File: config.mk
export PLATFORM = sky130hd
export DESIGN_NAME = count_seq_monitor
export DESIGN_NICKNAME = d
export VERILOG_FILES = /design/src/rtl/count_seq_monitor.sv
export SDC_FILE = /design/constraint.sdc
export NUM_CORES = 1
export LEC_CHECK = 0
export CORE_MARGIN = 3
export CORE_UTILIZATION = 40
export DETAILED_ROUTE_END_ITERATION = 7
export GPL_ROUTABILITY_DRIVEN = 0
export PLACE_DENSITY = 0.61
export SYNTH_ARGS = -nofsm -noshare
export SYNTH_HDL_FRONTEND = slang
export SYNTH_SLANG_ARGS = --single-unit
File: constraint.sdc
create_clock -name clk -period 2.22 [get_ports clk]
set_input_delay 0.222 -clock clk [delete_from_list [all_inputs] [get_ports clk]]
set_output_delay 0.222 -clock clk [all_outputs]
set_load 0.005 [all_outputs]
File: src/rtl/count_seq_monitor.sv
// Sequence monitor for the mod-N phase counter: checks 0..N-1 wrap order,
// acquires/drops lock, and reports terminal-count pulses and error statistics.
module count_seq_monitor #(
    parameter int unsigned MODULUS     = 5,
    parameter int unsigned CW          = 3,
    parameter int unsigned LOCK_WRAPS  = 2,
    parameter int unsigned UNLOCK_ERRS = 3,
    parameter int unsigned WRAPW       = 8
) (
    input  logic             clk,
    input  logic             reset,
    input  logic             en,
    input  logic [CW-1:0]    q_in,
    output logic             locked,
    output logic             seq_err,
    output logic             tc,
    output logic [WRAPW-1:0] wrap_cnt,
    output logic [7:0]       err_cnt,
    output logic [1:0]       state
);

    localparam logic [1:0] IDLE = 2'b00;
    localparam logic [1:0] ACQ  = 2'b01;
    localparam logic [1:0] LOCK = 2'b10;

    localparam int unsigned GW = $clog2(LOCK_WRAPS + 1);
    localparam int unsigned BW = $clog2(UNLOCK_ERRS + 1);

    logic [CW-1:0] prev;
    logic          prev_valid;
    logic [GW-1:0] good_wraps;
    logic [BW-1:0] bad_run;

    logic          prev_ok;
    logic [CW-1:0] expect_q;
    logic          legal;
    logic          wrap;
    logic          hold0;
    logic          illegal;
    logic          gw_hit;
    logic          br_hit;
    logic [7:0]    err_next;

    // An out-of-range prev only resyncs: the following sample is captured unchecked.
    always_comb begin
        prev_ok  = prev_valid && (32'(prev) < MODULUS);
        expect_q = (32'(prev) == MODULUS - 1) ? '0 : prev + 1'b1;
        legal    = prev_ok && (q_in == expect_q);
        wrap     = legal && (32'(prev) == MODULUS - 1);
        hold0    = prev_ok && !legal && (prev == '0) && (q_in == '0);
        illegal  = prev_ok && !legal && !hold0;
        gw_hit   = (32'(good_wraps) + 32'd1) == LOCK_WRAPS;
        br_hit   = (32'(bad_run) + 32'd1) == UNLOCK_ERRS;
        err_next = (err_cnt == 8'hFF) ? err_cnt : err_cnt + 8'd1;
    end

    assign locked = (state == LOCK);

    always_ff @(posedge clk or negedge reset) begin
        if (!reset) begin
            state      <= IDLE;
            seq_err    <= 1'b0;
            tc         <= 1'b0;
            wrap_cnt   <= '0;
            err_cnt    <= '0;
            prev       <= '0;
            prev_valid <= 1'b0;
            good_wraps <= '0;
            bad_run    <= '0;
        end else begin
            seq_err <= 1'b0;
            tc      <= 1'b0;
            if (en) begin
                prev       <= q_in;
                prev_valid <= 1'b1;
                case (state)
                    IDLE: state <= ACQ;
                    ACQ: begin
                        if (illegal) begin
                            seq_err    <= 1'b1;
                            err_cnt    <= err_next;
                            good_wraps <= '0;
                        end else if (hold0) begin
                            good_wraps <= '0;
                        end else if (wrap) begin
                            if (gw_hit) begin
                                state      <= LOCK;
                                good_wraps <= '0;
                                bad_run    <= '0;
                            end else begin
                                good_wraps <= good_wraps + 1'b1;
                            end
                        end
                    end
                    LOCK: begin
                        if (illegal) begin
                            seq_err <= 1'b1;
                            err_cnt <= err_next;
                            if (br_hit) begin
                                state      <= ACQ;
                                good_wraps <= '0;
                                bad_run    <= '0;
                            end else begin
                                bad_run <= bad_run + 1'b1;
                            end
                        end else if (legal) begin
                            bad_run <= '0;
                            if (wrap) begin
                                tc       <= 1'b1;
                                wrap_cnt <= wrap_cnt + 1'b1;
                            end
                        end
                    end
                    default: state <= IDLE;
                endcase
            end
        end
    end

endmodule

==> run_results.csv, run 1 <==
group,metric,value,unit
status,run_status,"finished, violations left",
status,failed_checks,"setup timing",
grt,total_routing_usage_reported_by_global_routing,16.9,%
power_and_ir_drop,switching_power,0.514,mW
timing,worst_slew_pin_slew,0.490,ns
synth,synth_nets,170,
grt,groute.layer.met2.usage,28.3,%
power_and_ir_drop,power.share.combinational,38.1,%
timing,post-route-min-period,2.39,ns
placement,place_hpwl,2720,microns
placement,port_buffers,26,
floorplanning,dieArea,4770,sq um
cts,clk_root_buffer_cell,"sky130_fd_sc_hd__clkbuf_8",
detailed_routing,detail_route.iter0.violations,52,
job,cap_violations,0,
grt,grt_most_used_layer,"met2",
power_and_ir_drop,power.static_leakage,0.962,nW
timing,fin_worst_skew,0.00585,ns
cts,clockBufferDepth,2,
layout,num-fill-cells,329,
synth,synthesis.instances,157,
cts,cts.sinks,28,
floorplanning,die_height,69.0,microns
grt,global_route_wire_length_before_repair,6790,microns
synth,post_synth_instance_area,1590,sq um
timing,final_setup_vio_count,3,
grt,grt.met1_usage,21.9,%
detailed_routing,routed-via-count,1429,
layout,finalCoreUtilization,60.7,%
floorplanning,core_area,3740,sq um
critical_path,worst_r2r_startpoint,"prev[1]$_DFFE_PN0P_",
floorplanning,site_row_count,22,
floorplanning,start_util,42.4,%
detailed_routing,post-route-drc-count,0,
cts,clock_buffers_created_by_tritoncts,3,
detailed_routing,post_drt_wl_per_cell,14.8,microns
detailed_routing,detail_route.first_pass.iterations,4,
cts,path_clk_slew,0.09,ns
critical_path,worst_setup_path_startpoint,"prev[1]$_DFFE_PN0P_",
layout,layout-drive-gt1-share,26.7,%
power_and_ir_drop,cell_internal_pwr,1.08,mW
power_and_ir_drop,pwr-share-seq,42.0,%
floorplanning,die_x,69.0,microns
synth,ys_seq_area_share,44.1,%
grt,global_route.usage.met3,4.08,%
grt,grt_pass1_vias,1414,
timing,clock.fmax,419,MHz
cts,worst_skew_pair.late_latency,0.28,ns
layout,area_growth_syn_to_layout,43.1,%
timing,maxSlewHeadroom,67.4,%
hold_path,min-delay-path-class,"primary input to asynchronous set/reset pin",
power_and_ir_drop,totalPowerFinal,1.59,mW
power_and_ir_drop,peak_supply_drop,0.000502,V
grt,grt_overflow_total,0,
cts,tritoncts,"yes",
timing,timing.final.hold_violations,0,
cts,cts_htree_levels,1,
grt,largest_net_degree_at_the_start_of_global_routing,29,
critical_path,critical-path-max-stage-delay,0.51,ns
layout,final_net_count,224,
timing,fin_crit_sh,107,%
critical_path,cp.required,2.40,ns
grt,grt_antenna_before_repair,0,
power_and_ir_drop,power.switching_fraction,32.3,%
critical_path,crit_path_category,"register to register",
timing,timing_max_transition_violations_final,0,
detailed_routing,drtAntennaViolNets,0,
critical_path,critical_path.endpoint_type,"register",
placement,detailedPlace.worstSlack,-0.260,ns
synth,post_synth_num_cell_types,44,
critical_path,critical-path-top-cell-by-count,"sky130_fd_sc_hd__or4b_4",
power_and_ir_drop,power_frac_clock,19.9,%
floorplanning,design.portCount,27,
critical_path,crit_path_top_delay_cell,"sky130_fd_sc_hd__or4b_4",
synth,synthFlopType,"sky130_fd_sc_hd__dfrtp_1",
critical_path,worstPathArrival,2.57,ns
synth,synth_seq_cells,28,
timing,final_critical_path_setup_slack,-0.165,ns
detailed_routing,routed_via_density,5.54,
power_and_ir_drop,power-per-cell-area,701,nW/um^2
detailed_routing,wl,3820,microns
critical_path,cp-start-kind,"register",
synth,ys.warnings.count,0,
critical_path,worstPathCellList,"inv_2 > ha_4 > xor2_2 > or4b_4 > o21a_1 > or4b_4 > o311ai_4",
synth,synth_async_sr_flop_share,100,%
layout,insertedDiodeCount,0,
synth,syn-mean-instance-area,10.1,sq um
synth,synth_edf_count,0,
timing,rsz0062_at_grt,"true",
critical_path,critical_path_peak_fanout,2,
cells in the mapped netlist, drive strengths merged (5+ instances only):
master  count  share of area, %
dfrtp      28                44
nand2      15               3.5
xnor2      12               6.6
inv         8               1.9
ha          7               5.5
nand3       7               2.2
o21ai       7               2.2
and3        6               2.4
nand4       6               2.4
a211oi      5               2.7
nor2        5               1.2
power groups by stage:
stage	sequential [mW]	combinational, mW	clock [mW]
2_1_floorplan	0.666	0.263	0
6_report	0.670	0.608	0.317
3_3_place_gp	0.672	0.538	0
5_1_grt	0.688	0.660	0.356
4_1_cts	0.671	0.586	0.332
3_5_place_dp	0.674	0.555	0
stage by stage:
step	setup TNS, ns	area [sq um]	cells	hold slack (ns)
after floorplan	-0.286	1610	157	-0.0736
after global placement	-0.662	2090	251	0.461
after detailed placement	-0.941	2090	251	0.472
after CTS	-0.377	2210	257	0.337
after global routing	-0.658	2270	258	0.341
final	-0.387	2270	258	0.316
sequential cells by signal, summed over array words and instances (netlist names):
signal and flops:
prev 3, wrap_cnt 8, tc 1, state 2, prev_valid 1, good_wraps 2, err_cnt 8, seq_err 1
bad_run 2
final cells by class:
cell class / count / area, sq um / share of cell area (%)
repair buffers: 52 / 459 / 20.2
inverters: 8 / 30.0 / 1.32
clock buffers: 4 / 55.1 / 2.42
flip-flops and latches: 28 / 701 / 30.8
well taps: 48 / 60.1 / 2.64
multi-input cells: 118 / 968 / 42.6
what timing repair did:
action | 4_1_cts | 5_1_grt
hold buffers | 0 | 0
pin swaps | 3 | 3
setup endpoints to repair | 13 | 12
gates resized for setup | 11 | 11
setup buffers | 2 | 1
cell usage in the layout (no fill, tap or decap), types with 2 or more instances in the layout:
master and n:
sky130_fd_sc_hd__a211oi_1 3, sky130_fd_sc_hd__a211oi_2 2, sky130_fd_sc_hd__a21o_1 3, sky130_fd_sc_hd__and3_1 6, sky130_fd_sc_hd__buf_4 25, sky130_fd_sc_hd__clkbuf_8 4, sky130_fd_sc_hd__clkdlybuf4s50_1 26, sky130_fd_sc_hd__dfrtp_1 28
sky130_fd_sc_hd__ha_1 5, sky130_fd_sc_hd__ha_4 2, sky130_fd_sc_hd__inv_1 6, sky130_fd_sc_hd__inv_2 2, sky130_fd_sc_hd__mux2_2 4, sky130_fd_sc_hd__nand2_1 14, sky130_fd_sc_hd__nand2b_1 3, sky130_fd_sc_hd__nand3_1 7
sky130_fd_sc_hd__nand4_1 6, sky130_fd_sc_hd__nor2_1 4, sky130_fd_sc_hd__nor2b_1 3, sky130_fd_sc_hd__nor3_1 4, sky130_fd_sc_hd__nor4_2 2, sky130_fd_sc_hd__o211ai_1 2, sky130_fd_sc_hd__o21a_1 2, sky130_fd_sc_hd__o21ai_0 5
sky130_fd_sc_hd__or4b_4 2, sky130_fd_sc_hd__xnor2_1 12, sky130_fd_sc_hd__xor2_2 2
cells by family (layout without fill, tap and decap cells):
logic type	count (synthesis)	count (layout)	synth area share [%]
compound gates	30	30	14.4
flops	28	28	44.1
simple gates	61	61	21.6
mux	5	5	3.46
xor+xnor	15	15	8.27
buf+inv	11	64	2.68
fa+ha+maj	7	7	5.51
path summary, 6_finish.rpt:
| kind | endpoint | slack [ns] | cells after the start |
|---|---|---|---|
| setup / recovery | bad_run[0]$_DFFE_PN0P_ | -0.17 | 7 |
| hold / removal | state[0]$_DFFE_PN0P_ | 0.32 | 2 |
| setup reg to reg | bad_run[0]$_DFFE_PN0P_ | -0.17 | 7 |
| hold reg to reg | wrap_cnt[7]$_DFFE_PN0P_ | 0.48 | 1 |
| max in group asynchronous | wrap_cnt[1]$_DFFE_PN0P_ | 1.63 | 2 |
| min in group clk | wrap_cnt[7]$_DFFE_PN0P_ | 0.48 | 1 |
critical path: cells and delay by family, from the launching register on:
family                   cells  cell delay, ns
buffers and inverters        1            0.08
XOR/XNOR                     1            0.18
flip-flops                   1            0.41
AO/OA/AOI/OAI                2            0.42
adder cells (fa/ha/maj)      1            0.20
AND/OR/NAND/NOR              2            1.00
layer usage:
metal,vias to the layer above,share of wire [%]
li1,678,-
met1,703,46
met2,39,49
met3,9,4.1
met4,0,1.3
met5,-,0
(Power assumes the default switching activity.)
==> run 2, diff against run 1 <==
--- a/config.mk
+++ b/config.mk
@@ -10,6 +10,7 @@
 export DETAILED_ROUTE_END_ITERATION = 7
 export GPL_ROUTABILITY_DRIVEN = 0
 export PLACE_DENSITY = 0.61
+export RECOVER_POWER = 50
 export SYNTH_ARGS = -nofsm -noshare
 export SYNTH_HDL_FRONTEND = slang
 export SYNTH_SLANG_ARGS = --single-unit
==> run 2 against run 1 <==
Effect of this change: global-route usage did not move; utilization fell by 0.10 points; power barely moved; the run ends with capacitance limit, slew limit, setup timing left.
==> run_results.csv, run 2 (synthesized netlist as in run 1, its figures left out) <==
group,metric,value,unit
critical_path,reg2reg_setup_slack,-0.17,ns
grt,grt_pass1_vias,1414,
critical_path,r2r_cells,7,
cts,cts-hold-fix-buffers,0,
cts,tritoncts,"yes",
power_and_ir_drop,totalPowerFinal,1.59,mW
detailed_routing,wl,3810,microns
critical_path,cp-start-kind,"register",
cts,clk_root_buffer_cell,"sky130_fd_sc_hd__clkbuf_8",
power_and_ir_drop,cell_internal_pwr,1.08,mW
placement,detailedPlace.worstSlack,-0.260,ns
timing,final_setup_vio_count,3,
cts,path_clk_slew,0.09,ns
timing,clock.fmax,419,MHz
layout,largest_registers,"err_cnt: 8 flops, wrap_cnt: 8 flops, prev: 3 flops",
timing,timing_max_transition_violations_final,29,
layout,layout-drive-gt1-share,26.2,%
hold_path,hold_path_depth,1,
floorplanning,site_row_count,22,
power_and_ir_drop,power.share.combinational,38.1,%
layout,final_net_count,224,
power_and_ir_drop,power-per-cell-area,702,nW/um^2
critical_path,cp.required,2.40,ns
timing,fin_worst_skew,0.00585,ns
power_and_ir_drop,power.switching_fraction,32.3,%
placement,post_detailed_placement_cell_area,2090,sq um
critical_path,worstPathArrival,2.57,ns
floorplanning,design.portCount,27,
detailed_routing,detail_route.first_pass.iterations,4,
job,cap_violations,1,
power_and_ir_drop,pwr-share-seq,42.1,%
detailed_routing,drtAntennaViolNets,0,
placement,port_buffers,26,
timing,final_critical_path_setup_slack,-0.165,ns
detailed_routing,detail_route.iter0.violations,52,
hold_path,hold_path_end,"wrap_cnt[7]$_DFFE_PN0P_",
cts,worst_skew_pair.late_latency,0.28,ns
grt,grt_overflow_total,0,
grt,total_routing_usage_reported_by_global_routing,16.9,%
layout,leading_cell_types_in_the_layout_fill_and_taps_excluded,"28 x sky130_fd_sc_hd__dfrtp_1, 25 x sky130_fd_sc_hd__clkdlybuf4s50_1, 24 x sky130_fd_sc_hd__buf_4",
critical_path,crit_path_category,"register to register",
detailed_routing,post_drt_wl_per_cell,14.8,microns
floorplanning,core_area,3740,sq um
layout,insertedDiodeCount,0,
critical_path,critical_path_peak_fanout,2,
floorplanning,die_height,69.0,microns
detailed_routing,routed_via_density,5.54,
timing,timing.final.hold_violations,0,
status,run_status,"finished, violations left",
hold_path,min-delay-path-class,"register to register",
cts,cts.sinks,28,
cts,clock_buffers_created_by_tritoncts,3,
cts,clockBufferDepth,2,
timing,fin_crit_sh,107,%
grt,grt_antenna_before_repair,0,
power_and_ir_drop,peak_supply_drop,0.000502,V
floorplanning,dieArea,4770,sq um
critical_path,worst_r2r_startpoint,"prev[1]$_DFFE_PN0P_",
status,failed_checks,"capacitance limit, slew limit, setup timing",
grt,largest_net_degree_at_the_start_of_global_routing,29,
detailed_routing,routed-via-count,1429,
grt,global_route_wire_length_before_repair,6790,microns
timing,tns,-0.387,ns
timing,maxSlewHeadroom,-0.773,%
power_and_ir_drop,switching_power,0.514,mW
critical_path,critical_path.endpoint_type,"register",
detailed_routing,post-route-drc-count,0,
critical_path,reg2reg_end,"bad_run[0]$_DFFE_PN0P_",
layout,area_growth_syn_to_layout,42.8,%
timing,rsz0062_at_grt,"true",
power_and_ir_drop,power.static_leakage,0.959,nW
cts,cts_htree_levels,1,
timing,worst_slew_pin_slew,1.51,ns
layout,layout_commonest_cell,"sky130_fd_sc_hd__dfrtp_1",
power_and_ir_drop,power_frac_clock,19.9,%
floorplanning,start_util,42.4,%
floorplanning,die_x,69.0,microns
hold_path,min-delay-start,"wrap_cnt[7]$_DFFE_PN0P_",
placement,place_hpwl,2720,microns
timing,post-route-min-period,2.39,ns
layout,final_cell_area,2270,sq um
## run 2: how the worst max path moves through the flow
stage / from / endpoint / slack [ns] / cells after the start
4_1_cts: prev[0]$_DFFE_PN0P_ / bad_run[0]$_DFFE_PN0P_ / -0.16 / 7
5_1_grt: prev[1]$_DFFE_PN0P_ / bad_run[0]$_DFFE_PN0P_ / -0.25 / 7
3_3_place_gp: prev[0]$_DFFE_PN0P_ / state[1]$_DFFE_PN0P_ / -0.17 / 7
3_5_place_dp: prev[0]$_DFFE_PN0P_ / state[1]$_DFFE_PN0P_ / -0.26 / 7
6_report: prev[1]$_DFFE_PN0P_ / bad_run[0]$_DFFE_PN0P_ / -0.17 / 7
2_1_floorplan: prev[0]$_DFFE_PN0P_ / bad_run[0]$_DFFE_PN0P_ / -0.18 / 7
## run 2: worst max-delay path, cell delays in order, from the launching register on
cell and delay (ns):
sky130_fd_sc_hd__dfrtp_1 0.41, sky130_fd_sc_hd__inv_2 0.08, sky130_fd_sc_hd__ha_4 0.20, sky130_fd_sc_hd__xor2_2 0.18
sky130_fd_sc_hd__or4b_4 0.49, sky130_fd_sc_hd__o21a_1 0.20, sky130_fd_sc_hd__or4b_4 0.51, sky130_fd_sc_hd__o311ai_4 0.22
## run 2: layout make-up
class                   count  area [sq um]
clock buffers               4          55.1
fillers                   330          1470
inverters                   8          30.0
multi-input cells         118           968
flip-flops and latches     28           701
well taps                  48          60.1
repair buffers             52           455
## run 2: through the flow
step | util (%) | hold WS, ns | cells
after floorplan | - | -0.0736 | 157
after global placement | 55.8 | 0.461 | 251
after detailed placement | 55.8 | 0.472 | 251
after CTS | 59.0 | 0.337 | 257
after global routing | 60.6 | 0.523 | 258
final | 60.6 | 0.482 | 258
## run 2: power by group through the flow
stage,clock network (mW),registers [mW],logic (mW)
6_report,0.317,0.670,0.606
5_1_grt,0.356,0.688,0.659
4_1_cts,0.332,0.671,0.586
3_5_place_dp,0,0.674,0.555
3_3_place_gp,0,0.672,0.538
2_1_floorplan,0,0.666,0.263
## run 2: per-layer routing
metal | track usage, % | part of all wire [%] | vias to the layer above | wire [microns]
met4 | 4.12 | 1.3 | 0 | 51
met1 | 21.9 | 45 | 703 | 1730
li1 | - | - | 678 | -
met5 | 0 | 0 | - | 0
met3 | 4.08 | 4.1 | 9 | 156
met2 | 28.3 | 49 | 39 | 1870
## run 2: what timing repair did
action,4_1_cts,5_1_grt
setup endpoints to repair,13,12
setup buffers,2,1
resized for setup,11,11
pin swaps,3,3
